$ cat config.mk
export PLATFORM = sky130hd
export DESIGN_NAME = cube_color_controller_flat
export DESIGN_NICKNAME = d
export VERILOG_FILES = /design/src/rtl/qbert_pkg.sv /design/src/rtl/cube_color_controller_if.sv /design/src/rtl/onehot_check.sv /design/src/rtl/cube_color_controller.sv /design/src/flat_wrapper.sv
export SDC_FILE = /design/constraint.sdc
export NUM_CORES = 1
export LEC_CHECK = 0
export BUFFER_PORTS_ARGS = -buffer_cell sky130_fd_sc_hd__buf_4
export CAP_MARGIN = 20
export CORE_MARGIN = 2
export CORE_UTILIZATION = 50
export CTS_CLUSTER_DIAMETER = 40
export CTS_CLUSTER_SIZE = 8
export DETAILED_ROUTE_END_ITERATION = 7
export PLACE_DENSITY = 0.77
export SYNTH_ARGS = -nofsm -noshare
export SYNTH_HDL_FRONTEND = slang
export SYNTH_HIERARCHICAL = 1
export SYNTH_SLANG_ARGS = --single-unit
$ cat constraint.sdc
create_clock -name clk -period 4.1 [get_ports clk]
set_input_delay 0.82 -clock clk [delete_from_list [all_inputs] [get_ports clk]]
set_output_delay 0.82 -clock clk [all_outputs]
set_load 0.02 [all_outputs]
$ cat src/rtl/qbert_pkg.sv
// rtl/qbert_pkg.sv - shared controller state and level-mode encodings
package qbert_pkg;

  typedef enum logic [2:0] {
    IDLE,
    RUN,
    APPLY,
    COMPLETE,
    CLEAR
  } ctrl_state_t;

  localparam logic [1:0] MODE_SET    = 2'd0;
  localparam logic [1:0] MODE_TOGGLE = 2'd1;
  localparam logic [1:0] MODE_REVERT = 2'd2;

endpackage

$ cat src/rtl/cube_color_controller_if.sv
// rtl/cube_color_controller_if.sv - game-logic side bus of the cube colour controller
interface cube_color_controller_if #(
  parameter int N_cube = 28,
  parameter int CNT_W  = $clog2(N_cube + 1)
);
  logic              game_start;
  logic [1:0]        level_mode;
  logic              done_move;
  logic [N_cube-1:0] position_qb;
  logic              enemy_land;
  logic [N_cube-1:0] enemy_pos;
  logic              level_ack;
  logic [N_cube-1:0] e_color_state;
  logic [CNT_W-1:0]  colored_cnt;
  logic              score_pulse;
  logic              level_done;
  logic              pos_error;

  modport master (
    output game_start, level_mode, done_move, position_qb, enemy_land, enemy_pos, level_ack,
    input  e_color_state, colored_cnt, score_pulse, level_done, pos_error
  );

  modport slave (
    input  game_start, level_mode, done_move, position_qb, enemy_land, enemy_pos, level_ack,
    output e_color_state, colored_cnt, score_pulse, level_done, pos_error
  );
endinterface

$ cat src/rtl/onehot_check.sv
// rtl/onehot_check.sv - classifies a landing mask as empty or carrying more than one cube
module onehot_check #(
  parameter int N = 28
) (
  input  logic [N-1:0] mask,
  output logic         is_zero,
  output logic         is_multi
);
  assign is_zero  = (mask == '0);
  assign is_multi = ((mask & (mask - N'(1))) != '0);
endmodule

$ cat src/rtl/cube_color_controller.sv
// rtl/cube_color_controller.sv - per-cube colour state, landing rules, cube count and level handshake
module cube_color_controller
  import qbert_pkg::*;
#(
  parameter int N_cube = 28,
  parameter int CNT_W  = $clog2(N_cube + 1)
) (
  input  logic                    clk,
  input  logic                    reset,
  cube_color_controller_if.slave  bus
);
  ctrl_state_t       state;
  logic [N_cube-1:0] bits, qb_pos_r, en_pos_r;
  logic [CNT_W-1:0]  cnt;
  logic [1:0]        mode_r;
  logic              qb_pend, en_pend, score_r, done_r, err_r;
  logic              qb_zero, qb_multi, en_zero, en_multi;

  onehot_check #(.N(N_cube)) u_qb_chk (.mask(qb_pos_r), .is_zero(qb_zero), .is_multi(qb_multi));
  onehot_check #(.N(N_cube)) u_en_chk (.mask(en_pos_r), .is_zero(en_zero), .is_multi(en_multi));

  logic [N_cube-1:0] mask, bits_nx;
  logic [CNT_W-1:0]  cnt_nx;
  logic              valid, multi, was_set, scored;
  logic              qb_take, en_take, qb_pend_nx, en_pend_nx;

  // Qbert has priority; the enemy event waits for the following APPLY cycle
  always_comb begin
    mask    = qb_pend ? qb_pos_r : en_pos_r;
    valid   = qb_pend ? (!qb_zero && !qb_multi) : (!en_zero && !en_multi);
    multi   = qb_pend ? qb_multi : en_multi;
    was_set = |(bits & mask);
    bits_nx = bits;
    cnt_nx  = cnt;
    scored  = 1'b0;
    if (valid) begin
      if (qb_pend) begin
        if (mode_r == MODE_TOGGLE) begin
          bits_nx = bits ^ mask;
          cnt_nx  = was_set ? cnt - CNT_W'(1) : cnt + CNT_W'(1);
          scored  = !was_set;
        end else if (!was_set) begin
          bits_nx = bits | mask;
          cnt_nx  = cnt + CNT_W'(1);
          scored  = 1'b1;
        end
      end else if (mode_r[1] && was_set) begin
        bits_nx = bits & ~mask;
        cnt_nx  = cnt - CNT_W'(1);
      end
    end
    // a landing during APPLY is kept only when its slot is free at the start of the cycle
    qb_take    = bus.done_move && !qb_pend;
    en_take    = bus.enemy_land && !en_pend;
    qb_pend_nx = qb_take;
    en_pend_nx = (qb_pend && en_pend) || en_take;
  end

  always_ff @(posedge clk or negedge reset) begin
    if (!reset) begin
      state    <= IDLE;
      bits     <= '0;
      cnt      <= '0;
      qb_pos_r <= '0;
      en_pos_r <= '0;
      mode_r   <= MODE_SET;
      qb_pend  <= 1'b0;
      en_pend  <= 1'b0;
      score_r  <= 1'b0;
      done_r   <= 1'b0;
      err_r    <= 1'b0;
    end else begin
      score_r <= 1'b0;
      case (state)
        IDLE: if (bus.game_start) state <= CLEAR;
        CLEAR: begin
          bits    <= '0;
          cnt     <= '0;
          qb_pend <= 1'b0;
          en_pend <= 1'b0;
          state   <= RUN;
        end
        RUN: begin
          if (bus.done_move) begin
            qb_pos_r <= bus.position_qb;
            qb_pend  <= 1'b1;
          end
          if (bus.enemy_land) begin
            en_pos_r <= bus.enemy_pos;
            en_pend  <= 1'b1;
          end
          if (bus.done_move || bus.enemy_land) begin
            mode_r <= bus.level_mode;
            state  <= APPLY;
          end
        end
        APPLY: begin
          bits    <= bits_nx;
          cnt     <= cnt_nx;
          score_r <= scored;
          if (multi) err_r <= 1'b1;
          if (qb_take) qb_pos_r <= bus.position_qb;
          if (en_take) en_pos_r <= bus.enemy_pos;
          qb_pend <= qb_pend_nx;
          en_pend <= en_pend_nx;
          if (qb_pend_nx || en_pend_nx) begin
            state <= APPLY;
          end else if (cnt_nx == CNT_W'(N_cube)) begin
            state  <= COMPLETE;
            done_r <= 1'b1;
          end else begin
            state <= RUN;
          end
        end
        COMPLETE: if (bus.level_ack) begin
          state  <= CLEAR;
          done_r <= 1'b0;
        end
        default: state <= IDLE;
      endcase
    end
  end

  assign bus.e_color_state = bits;
  assign bus.colored_cnt   = cnt;
  assign bus.score_pulse   = score_r;
  assign bus.level_done    = done_r;
  assign bus.pos_error     = err_r;
endmodule

$ cat src/flat_wrapper.sv
// flat-port wrapper written by rule: the top's interface ports become plain ports
module cube_color_controller_flat import qbert_pkg::*;
#(
  parameter int N_cube = 28,
  parameter int CNT_W  = $clog2(N_cube + 1)
)
  (clk, reset, bus_game_start, bus_level_mode, bus_done_move, bus_position_qb, bus_enemy_land, bus_enemy_pos, bus_level_ack, bus_e_color_state, bus_colored_cnt, bus_score_pulse, bus_level_done, bus_pos_error);
  cube_color_controller_if #(.N_cube(N_cube), .CNT_W(CNT_W)) bus_i ();
  input  logic clk;
  input  logic reset;
  input wire logic [$bits(bus_i.game_start)-1:0] bus_game_start;
  input wire logic [$bits(bus_i.level_mode)-1:0] bus_level_mode;
  input wire logic [$bits(bus_i.done_move)-1:0] bus_done_move;
  input wire logic [$bits(bus_i.position_qb)-1:0] bus_position_qb;
  input wire logic [$bits(bus_i.enemy_land)-1:0] bus_enemy_land;
  input wire logic [$bits(bus_i.enemy_pos)-1:0] bus_enemy_pos;
  input wire logic [$bits(bus_i.level_ack)-1:0] bus_level_ack;
  output wire logic [$bits(bus_i.e_color_state)-1:0] bus_e_color_state;
  output wire logic [$bits(bus_i.colored_cnt)-1:0] bus_colored_cnt;
  output wire logic [$bits(bus_i.score_pulse)-1:0] bus_score_pulse;
  output wire logic [$bits(bus_i.level_done)-1:0] bus_level_done;
  output wire logic [$bits(bus_i.pos_error)-1:0] bus_pos_error;
  assign bus_i.game_start = bus_game_start;
  assign bus_i.level_mode = bus_level_mode;
  assign bus_i.done_move = bus_done_move;
  assign bus_i.position_qb = bus_position_qb;
  assign bus_i.enemy_land = bus_enemy_land;
  assign bus_i.enemy_pos = bus_enemy_pos;
  assign bus_i.level_ack = bus_level_ack;
  assign bus_e_color_state = bus_i.e_color_state;
  assign bus_colored_cnt = bus_i.colored_cnt;
  assign bus_score_pulse = bus_i.score_pulse;
  assign bus_level_done = bus_i.level_done;
  assign bus_pos_error = bus_i.pos_error;
  cube_color_controller #(.N_cube(N_cube), .CNT_W(CNT_W)) u_core (.clk(clk), .reset(reset), .bus(bus_i));
endmodule
# Yosys cells after proc, flatten, opt, wreduce, memory -nomap -nowiden
# Cells that the tools add are included.
# totals
ramBits,0
rom_bits,0
regBits,99
latchBits,0
output_inout_bits,36
n_memories,0
elab_cells,116
# op_classes
n_bitwise,7
mul,0
n_div,0
addsub,4
eq_ne,18
mux,41
reduce_logical,35
magnitude_cmp,0
n_shift,0
# ops
operator,count
28-bit 2-to-1 mux,10
28-bit one-hot mux with 2 select lines,3
28-bit AND,4
28-bit logical NOT,2
28-bit nonzero test,2
"28-bit by 1-bit subtractor with 28-bit output, second input constant",2
5-bit 2-to-1 mux,6
28-bit NOT,1
28-bit bitwise OR,1
28-bit OR reduction,1
28-bit bitwise XOR,1
3-bit one-hot mux with 5 select lines,1
1-bit 2-to-1 mux,12
3-bit 2-to-1 mux,4
"2-bit by 1-bit inequality test with 1-bit output, second input constant",5
"2-bit inequality test, second input constant",5
5-bit one-hot mux with 2 select lines,1
3-bit AND reduction,3
2-bit AND reduction,4
4-bit AND reduction,2
1-bit logical NOT,7
"3-bit by 2-bit equality test with 1-bit output, second input constant",2
1-bit logical AND,6
1-bit one-hot mux with 3 select lines,2
other kinds (14),18

# Logic depth before layout (Yosys ltp)
# Gate-level depths: netlist of the first run.
# logic_depth
depth_word,11
depth_mapped,15

# By module
# Netlist of the first run, hierarchy kept.
# by_module_without_submodules
module,seq_area_each_um2,cells_per_inst,n_inst,area_each_um2
cube_color_controller,2477.4,622,1,6621.4
onehot_check,0.0,49,2,315.3

# Worst setup path after synthesis of the first run
# OpenSTA, ideal clock, no wires.
# synth_path
kind,register -> register
start,register u_core.qb_pos_r[5]
end,register u_core.bits[10] (netlist: u_core/bus.e_color_state[10])
path_stages_with_launch,16
slack_ns,-0.319
required_ns,3.975
arrival_time_ns,4.293
setup_ns,0.125
cell_sequence,dfrtp_1 > or4_1 > or4b_1 > buf_2 > or4_4 > or3_1 > o21ai_0 > nand4_1 > or3b_2 > clkbuf_1 > a2bb2oi_2 > nor3_1 > o21a_1 > buf_6 > buf_6 > mux2_4
# synth_via
elab_chain_len,8
elab_cells_between_ends,16
classes_between,1 x add/sub; 3 x eq/ne; 2 x mux; 2 x bitwise; 8 x reduce/logical
# synth_lines
item,line,rtl
start: declaration,cube_color_controller.sv:13,"logic [N_cube-1:0] bits, qb_pos_r, en_pos_r;"
start signal: assignment,cube_color_controller.sv:85,qb_pos_r <= bus.position_qb;
start signal: assignment,cube_color_controller.sv:102,if (qb_take) qb_pos_r <= bus.position_qb;
28-bit by 1-bit subtractor with 28-bit output,onehot_check.sv:10,assign is_multi = ((mask & (mask - N'(1))) != '0);
28-bit AND (*),onehot_check.sv:10,
28-bit nonzero test (*),onehot_check.sv:10,
net u_core.qb_multi,cube_color_controller.sv:17,"logic qb_zero, qb_multi, en_zero, en_multi;"
1-bit logical NOT (*),cube_color_controller.sv:30,valid = qb_pend ? (!qb_zero && !qb_multi) : (!en_zero && !en_multi);
1-bit logical AND (*),cube_color_controller.sv:30,
1-bit 2-to-1 mux (*),cube_color_controller.sv:30,
2-bit by 1-bit inequality test with 1-bit output (no line) (*),--,
4-bit AND reduction (no line) (*),--,
end signal: assignment,cube_color_controller.sv:98,bits <= bits_nx;
end: declaration,cube_color_controller.sv:13,
# The timed path passes the listed nets; every way through them passes the cells marked *.
# A chain may end at the register's enable or synchronous reset.

# Worst setup path after layout of the first run
# layout_path
start,register u_core.qb_pos_r[5]
end,register u_core.bits[4] (netlist: u_core/bus.e_color_state[4])
# The elaborated chain is that of the path after synthesis.

==> results.sh, run 1 <==
export IMPL_status="completed"
export IMPL_wl_per_cell_um=17.6
export IMPL_slowest_delay_ns=0.52
export IMPL_fin_crit_ns=4.09
export IMPL_gp_congestion=0.944
export IMPL_dp_cells=1025
export IMPL_path_cells="or4_1 > or4b_4 > or4_4 > or3_4 > o21ai_2 > nand4_1 > or3b_4 > a2bb2oi_2 > nor3_2 > o21a_2 > buf_6 > mux2_2"
export IMPL_finalPower_mw=6.46
export IMPL_design_die_area_um2=15500
export IMPL_synth_edff_count=0
export IMPL_hold_class="input pin to async pin"
export IMPL_grt_max_degree=80
export IMPL_startpoint_type="flip-flop"
export IMPL_syn_inst=720
export IMPL_drt_wl_total_mm=18.5
export IMPL_antenna_found_initial=0
export IMPL_diodes=0
export IMPL_final_hold_viol_count=0
export IMPL_worstSetupEndpointType="flip-flop"
export IMPL_layout_drive_gt1_share_pct=35.3
export IMPL_p_per_area_nw_per_um2=707
export IMPL_post_route_util_pct=63.6
export IMPL_start_util_pct=50.5
export IMPL_finClkSkew_ns=0.00950
export IMPL_cts_tree="yes"
export IMPL_area_growth_pct=26.0
export IMPL_maxCapViolations=0
export IMPL_arrival_ns=4.33
export IMPL_io_pins=100
export IMPL_htree_levels=3
export IMPL_instances_no_fill=1051
export IMPL_drt_iter0_markers=438
export IMPL_grt_overflow=0
export IMPL_synth_ff_type="dfrtp_1"
export IMPL_grt_pass1_vias=5778
export IMPL_synth_avg_cell_area_um2=10.1
export IMPL_viasPerCell=5.72
export IMPL_p_leak_nw=4.30
export IMPL_layout_common_cells="buf_4 (158), dfrtp_1 (98), ha_1 (86)"
export IMPL_crit_type="flip-flop to flip-flop"
export IMPL_die_width_um=124
export IMPL_final_common_cell="buf_4"
export IMPL_synth_distinct_cells=59
export IMPL_yosysSeqAreaShare_pct=34.2
export IMPL_die_y_um=124
export IMPL_critPathSlowestCell="or4_1"
export IMPL_slew_headroom_pct=21.9
export IMPL_ys_warn_count=6
export IMPL_critPathTopFamily="simple AND/OR/NAND/NOR gates"
export IMPL_fp_row_count=44
export IMPL_finalSetupViolCount=0
export IMPL_cts_sinks=99
export IMPL_ir_drop_uv=440
export IMPL_cts_clk_slew_worst_paths_ns=0.07
export IMPL_firstDrtPassIters=5
export IMPL_drv_slew=0
export IMPL_worst_pin_slew_ns=1.17
export IMPL_route_detailed_drc=0
export IMPL_synth_nets=870
export IMPL_ys_ff_latch=99
export IMPL_synth_area_um2=7250
export IMPL_min_period_over_period_pct=99.7
export IMPL_rsz0062_at_grt="yes"
export IMPL_cts_root_buf="clkbuf_16"
export IMPL_drtAntennaViolNets=0
export IMPL_grt_pass1_wl_mm=28.9
export IMPL_clockBufferDepth=2
export IMPL_synthArstFlopShare_pct=100
export IMPL_clock_fmax_mhz=245
export IMPL_num_nets_final=1012
export IMPL_cp_max_fo=6
export IMPL_num_vias=6010
export IMPL_cp_num_buf_inv=1
export IMPL_tns_ns=0
export IMPL_insertion_delay_ns=0.36
export IMPL_grtUsageTotal_pct=23.3
export IMPL_cts_hold_buffers=0
export IMPL_crit_required_ns=4.34
export IMPL_numCtsBuffers=9
export IMPL_core_area_um2=14400
export IMPL_io_buffer_count=99
export IMPL_hpwl_mm=13.2
kinds of logic (layout without fill, tap and decap cells):
group	count (synthesis)	count (layout)	synth area share, %
compound gates	124	124	11.3
xor+xnor	3	3	0.362
fa+ha+maj	92	92	15.7
buf+inv	98	245	5.42
flops	99	99	34.2
mux	136	136	20.6
simple gates	168	168	12.5
flip-flops by register name, summed over array words and instances (netlist names):
signal	cells
u_core/bus.colored_cnt	5
u_core/bus.score_pulse	1
u_core/mode_r	2
u_core/state	3
u_core/bus.pos_error	1
u_core/bus.level_done	1
u_core/qb_pos_r	28
u_core/qb_pend	1
u_core/en_pos_r	28
u_core/bus.e_color_state	28
u_core/en_pend	1
Yosys cell counts (3+ instances only):
cell	number	share of area, %
dfrtp_1	99	34
ha_1	86	15
mux2_2	66	10
inv_1	63	3.3
mux2i_1	60	8.3
nand2_1	44	2.3
o21ai_0	39	2.7
nor2_1	37	1.9
o211ai_1	23	2.4
clkbuf_1	21	1.1
nor3_1	16	1.1
or3_1	16	1.4
a21oi_1	11	0.76
o22ai_1	11	0.95
mux2_4	10	2.1
nor4_1	10	0.86
nand3_1	7	0.48
nand4_1	7	0.60
buf_1	6	0.31
maj3_1	6	0.83
or4_4	6	0.93
a211oi_1	5	0.52
buf_2	5	0.35
o31ai_1	5	0.52
o21ai_1	4	0.28
or4_1	4	0.41
a31oi_1	3	0.26
nand2b_1	3	0.26
o21a_1	3	0.31
or3b_2	3	0.36
xnor2_1	3	0.36
where the power goes:
group / internal, mW / total (mW) / switching [mW]
registers: 1.36 / 1.90 / 0.544
clock network: 0.664 / 1.07 / 0.409
logic: 1.66 / 3.48 / 1.82
per-stage QoR:
stage          setup slack, ns  hold slack (ns)  instance area (um^2)
4_1_cts                -0.0401            0.495                  9020
3_5_place_dp            -0.137            0.475                  8530
6_report                0.0138            0.286                  9140
2_1_floorplan           -0.239            0.471                  7290
5_1_grt                -0.0642            0.292                  9140
3_3_place_gp           -0.0473            0.467                  8530
worst paths after layout:
kind	start	endpoint	slack, ns	depth (start not counted)
setup / recovery	u_core/qb_pos_r[5]	u_core/bus.e_color_state[4]	0.01	12
hold / removal	reset	u_core/bus.e_color_state[15]	0.29	1
setup reg to reg	u_core/qb_pos_r[5]	u_core/bus.e_color_state[4]	0.01	12
hold reg to reg	u_core/bus.pos_error	u_core/bus.pos_error	0.49	1
max in group asynchronous	reset	u_core/bus.e_color_state[4]	3.00	3
min in group clk	u_core/bus.pos_error	u_core/bus.pos_error	0.49	1
area by class of cell:
class                      instances  area [um^2]
clock buffer                       9          225
clock inverter                     7          146
fill                            1113         5230
inverter                          63          236
multi-input combinational        523         4520
sequential                        99         2480
tap                              184          230
timing repair buffer             166         1300
per-layer routing:
metal | up-vias | share of wire, % | GRT usage [%]
met5 | - | 0 | 0
met4 | 0 | 3.2 | 11.5
met1 | 2902 | 45 | 30.5
met2 | 206 | 47 | 37.4
met3 | 40 | 5.0 | 4.04
li1 | 2862 | - | -
worst register-to-register path: cells and delay by family (launching register included):
| family | cells | cell delay, ns |
|---|---|---|
| and+or+nand+nor | 7 | 2.58 |
| AOI/OAI and AO/OA | 3 | 0.51 |
| DFF | 1 | 0.38 |
| muxes | 1 | 0.34 |
| buffers and inverters | 1 | 0.16 |
what timing repair did:
action | CTS | global route
gates resized for setup | 21 | 17
cloned | 1 | 0
endpoints found under the setup margin | 29 | 34
setup buffers | 6 | 2
pin swaps | 13 | 18
No activity file was read; power rests on OpenSTA's default activity.
==> run 2: changes to the inputs <==
--- a/config.mk
+++ b/config.mk
@@ -7,7 +7,8 @@
 export LEC_CHECK = 0
 export BUFFER_PORTS_ARGS = -buffer_cell sky130_fd_sc_hd__buf_4
 export CAP_MARGIN = 20
-export CORE_MARGIN = 2
+export CORE_ASPECT_RATIO = 1.25
+export CORE_MARGIN = 8
 export CORE_UTILIZATION = 50
 export CTS_CLUSTER_DIAMETER = 40
 export CTS_CLUSTER_SIZE = 8
==> results.sh, run 2 (synthesis results as in run 1) <==
export IMPL_status="finished with violations"
export IMPL_violations="negative setup slack"
export IMPL_layout_common_cells="buf_4 (153), dfrtp_1 (98), ha_1 (86)"
export IMPL_tns_ns=-0.119
export IMPL_grt_pass1_wl_mm=30.9
export IMPL_worst_pin_slew_ns=1.08
export IMPL_wl_per_cell_um=18.3
export IMPL_final_hold_viol_count=0
export IMPL_drtAntennaViolNets=0
export IMPL_arrival_ns=4.35
export IMPL_grt_pass1_vias=5971
export IMPL_hold_class="flip-flop to flip-flop"
export IMPL_finalSetupViolCount=16
export IMPL_die_width_um=124
export IMPL_whs_ns=0.486
export IMPL_insertion_delay_ns=0.35
export IMPL_core_area_um2=14300
export IMPL_cp_max_fo=8
export IMPL_final_common_cell="buf_4"
export IMPL_io_buffer_count=99
export IMPL_dp_cells=1016
export IMPL_gp_congestion=0.917
export IMPL_diodes=0
export IMPL_filler_cell_count=1146
export IMPL_start_util_pct=50.8
export IMPL_num_nets_final=1006
export IMPL_numCtsBuffers=9
export IMPL_cts_sinks=99
export IMPL_p_per_area_nw_per_um2=700
export IMPL_stdcell_area_um2=9080
export IMPL_instances_no_fill=1039
export IMPL_die_y_um=151
export IMPL_finClkSkew_ns=0.00853
export IMPL_crit_required_ns=4.33
export IMPL_io_pins=100
export IMPL_area_growth_pct=25.2
export IMPL_drt_iter0_markers=419
export IMPL_viasPerCell=5.77
export IMPL_clock_fmax_mhz=243
export IMPL_fp_row_count=49
export IMPL_startpoint_type="flip-flop"
export IMPL_crit_type="flip-flop to flip-flop"
export IMPL_grt_overflow=0
export IMPL_rsz0062_at_grt="yes"
export IMPL_swShare_pct=43.6
export IMPL_hpwl_mm=14.2
export IMPL_worstSetupEndpointType="flip-flop"
export IMPL_antenna_found_initial=0
export IMPL_placed_area_um2=8530
export IMPL_fin_ws_ns=-0.0132
export IMPL_route_detailed_drc=0
export IMPL_layout_drive_gt1_share_pct=34.4
export IMPL_combPwrFrac_pct=55.5
export IMPL_intPower_mw=3.58
export IMPL_cts_clk_slew_worst_paths_ns=0.06
export IMPL_clkPwrFrac_pct=14.3
export IMPL_grt_max_degree=72
export IMPL_power_frac_seq_pct=30.2
export IMPL_grtUsageTotal_pct=21.0
export IMPL_clockBufferDepth=2
export IMPL_cts_root_buf="clkbuf_16"
export IMPL_p_leak_nw=4.27
export IMPL_fin_crit_ns=4.11
export IMPL_htree_levels=3
export IMPL_drv_slew=0
export IMPL_cts_tree="yes"
export IMPL_slew_headroom_pct=27.9
export IMPL_power_switching_mw=2.77
export IMPL_rrSetupSlack_ns=-0.01
export IMPL_min_period_over_period_pct=100
export IMPL_post_route_util_pct=63.5
export IMPL_firstDrtPassIters=6
export IMPL_drt_wl_total_mm=19.0
export IMPL_design_die_area_um2=18600
export IMPL_maxCapViolations=0
export IMPL_num_vias=5996
export IMPL_ir_drop_uv=331
-- run 2: cell count changes in the layout (fill, tap and decap cells not counted), moves of 2 or more --
cell and delta:
buf_12 +2, buf_4 -5, buf_6 -4, buf_8 +2, bufinv_16 -2, inv_6 -2
mux2_2 -6, mux2_4 +6, or4_1 +2, or4_4 -2
-- run 2: layer usage --
metal | GRT usage (%) | up-vias | share of wire (%) | routed length [um]
met5 | 0 | - | 0 | 0
met3 | 3.53 | 33 | 5.6 | 1060
met2 | 34.9 | 187 | 50 | 9540
li1 | - | 2850 | - | -
met1 | 26.0 | 2926 | 42 | 7980
met4 | 8.93 | 0 | 2.5 | 467
-- run 2: worst paths after layout --
| check | start | endpoint | cells after the start |
|---|---|---|---|
| min in group asynchronous | reset | u_core/en_pos_r[3] | 1 |
| max in group asynchronous | reset | u_core/qb_pos_r[22] | 2 |
| hold / removal | u_core/bus.pos_error | u_core/bus.pos_error | 1 |
| setup reg to reg | u_core/en_pos_r[9] | u_core/bus.e_color_state[23] | 13 |
| setup / recovery | u_core/en_pos_r[9] | u_core/bus.e_color_state[23] | 13 |
| hold reg to reg | u_core/bus.pos_error | u_core/bus.pos_error | 1 |
-- run 2: power groups by stage --
stage	Combinational, mW	Clock, mW	Sequential, mW
2_1_floorplan	2.32	0	1.79
3_3_place_gp	3.25	0	1.88
3_5_place_dp	3.36	0	1.90
4_1_cts	3.49	0.927	1.89
5_1_grt	3.86	0.964	1.98
6_report	3.53	0.907	1.92
-- run 2: repair_timing --
item                       in CTS  in global routing
cloned                          1                  0
hold buffers                    0                  0
setup endpoints to repair      31                 34
setup buffers                   6                  3
pin swaps                      10                 22
gates resized for setup        22                 22
-- run 2: through the flow --
step / worst slack, ns / power [mW]
floorplan: -0.239 / 4.11
global placement: -0.0506 / 5.13
detailed placement: -0.190 / 5.26
CTS: -0.0735 / 6.31
global route: -0.182 / 6.81
finish: -0.0132 / 6.35
-- run 2: layout make-up --
| type | count | area (um^2) | share of cell area, % |
|---|---|---|---|
| repair buffers | 160 | 1260 | 13.8 |
| well taps | 178 | 223 | 2.45 |
| flip-flops and latches | 99 | 2480 | 27.3 |
| inverters | 63 | 236 | 2.61 |
| clock buffers | 10 | 229 | 2.52 |
| clock inverters | 6 | 90.1 | 0.993 |
| multi-input cells | 523 | 4560 | 50.2 |
-- run 2: worst max-delay path: stages (launching register included) --
cell	delay, ns
dfrtp_1	0.37
or4_1	0.53
or4b_4	0.54
or4_4	0.43
or3_4	0.40
o21ai_2	0.14
nand4_1	0.21
nor4b_4	0.34
buf_4	0.15
a2bb2oi_2	0.05
nor3_2	0.13
o21a_2	0.23
buf_8	0.17
mux2_4	0.31
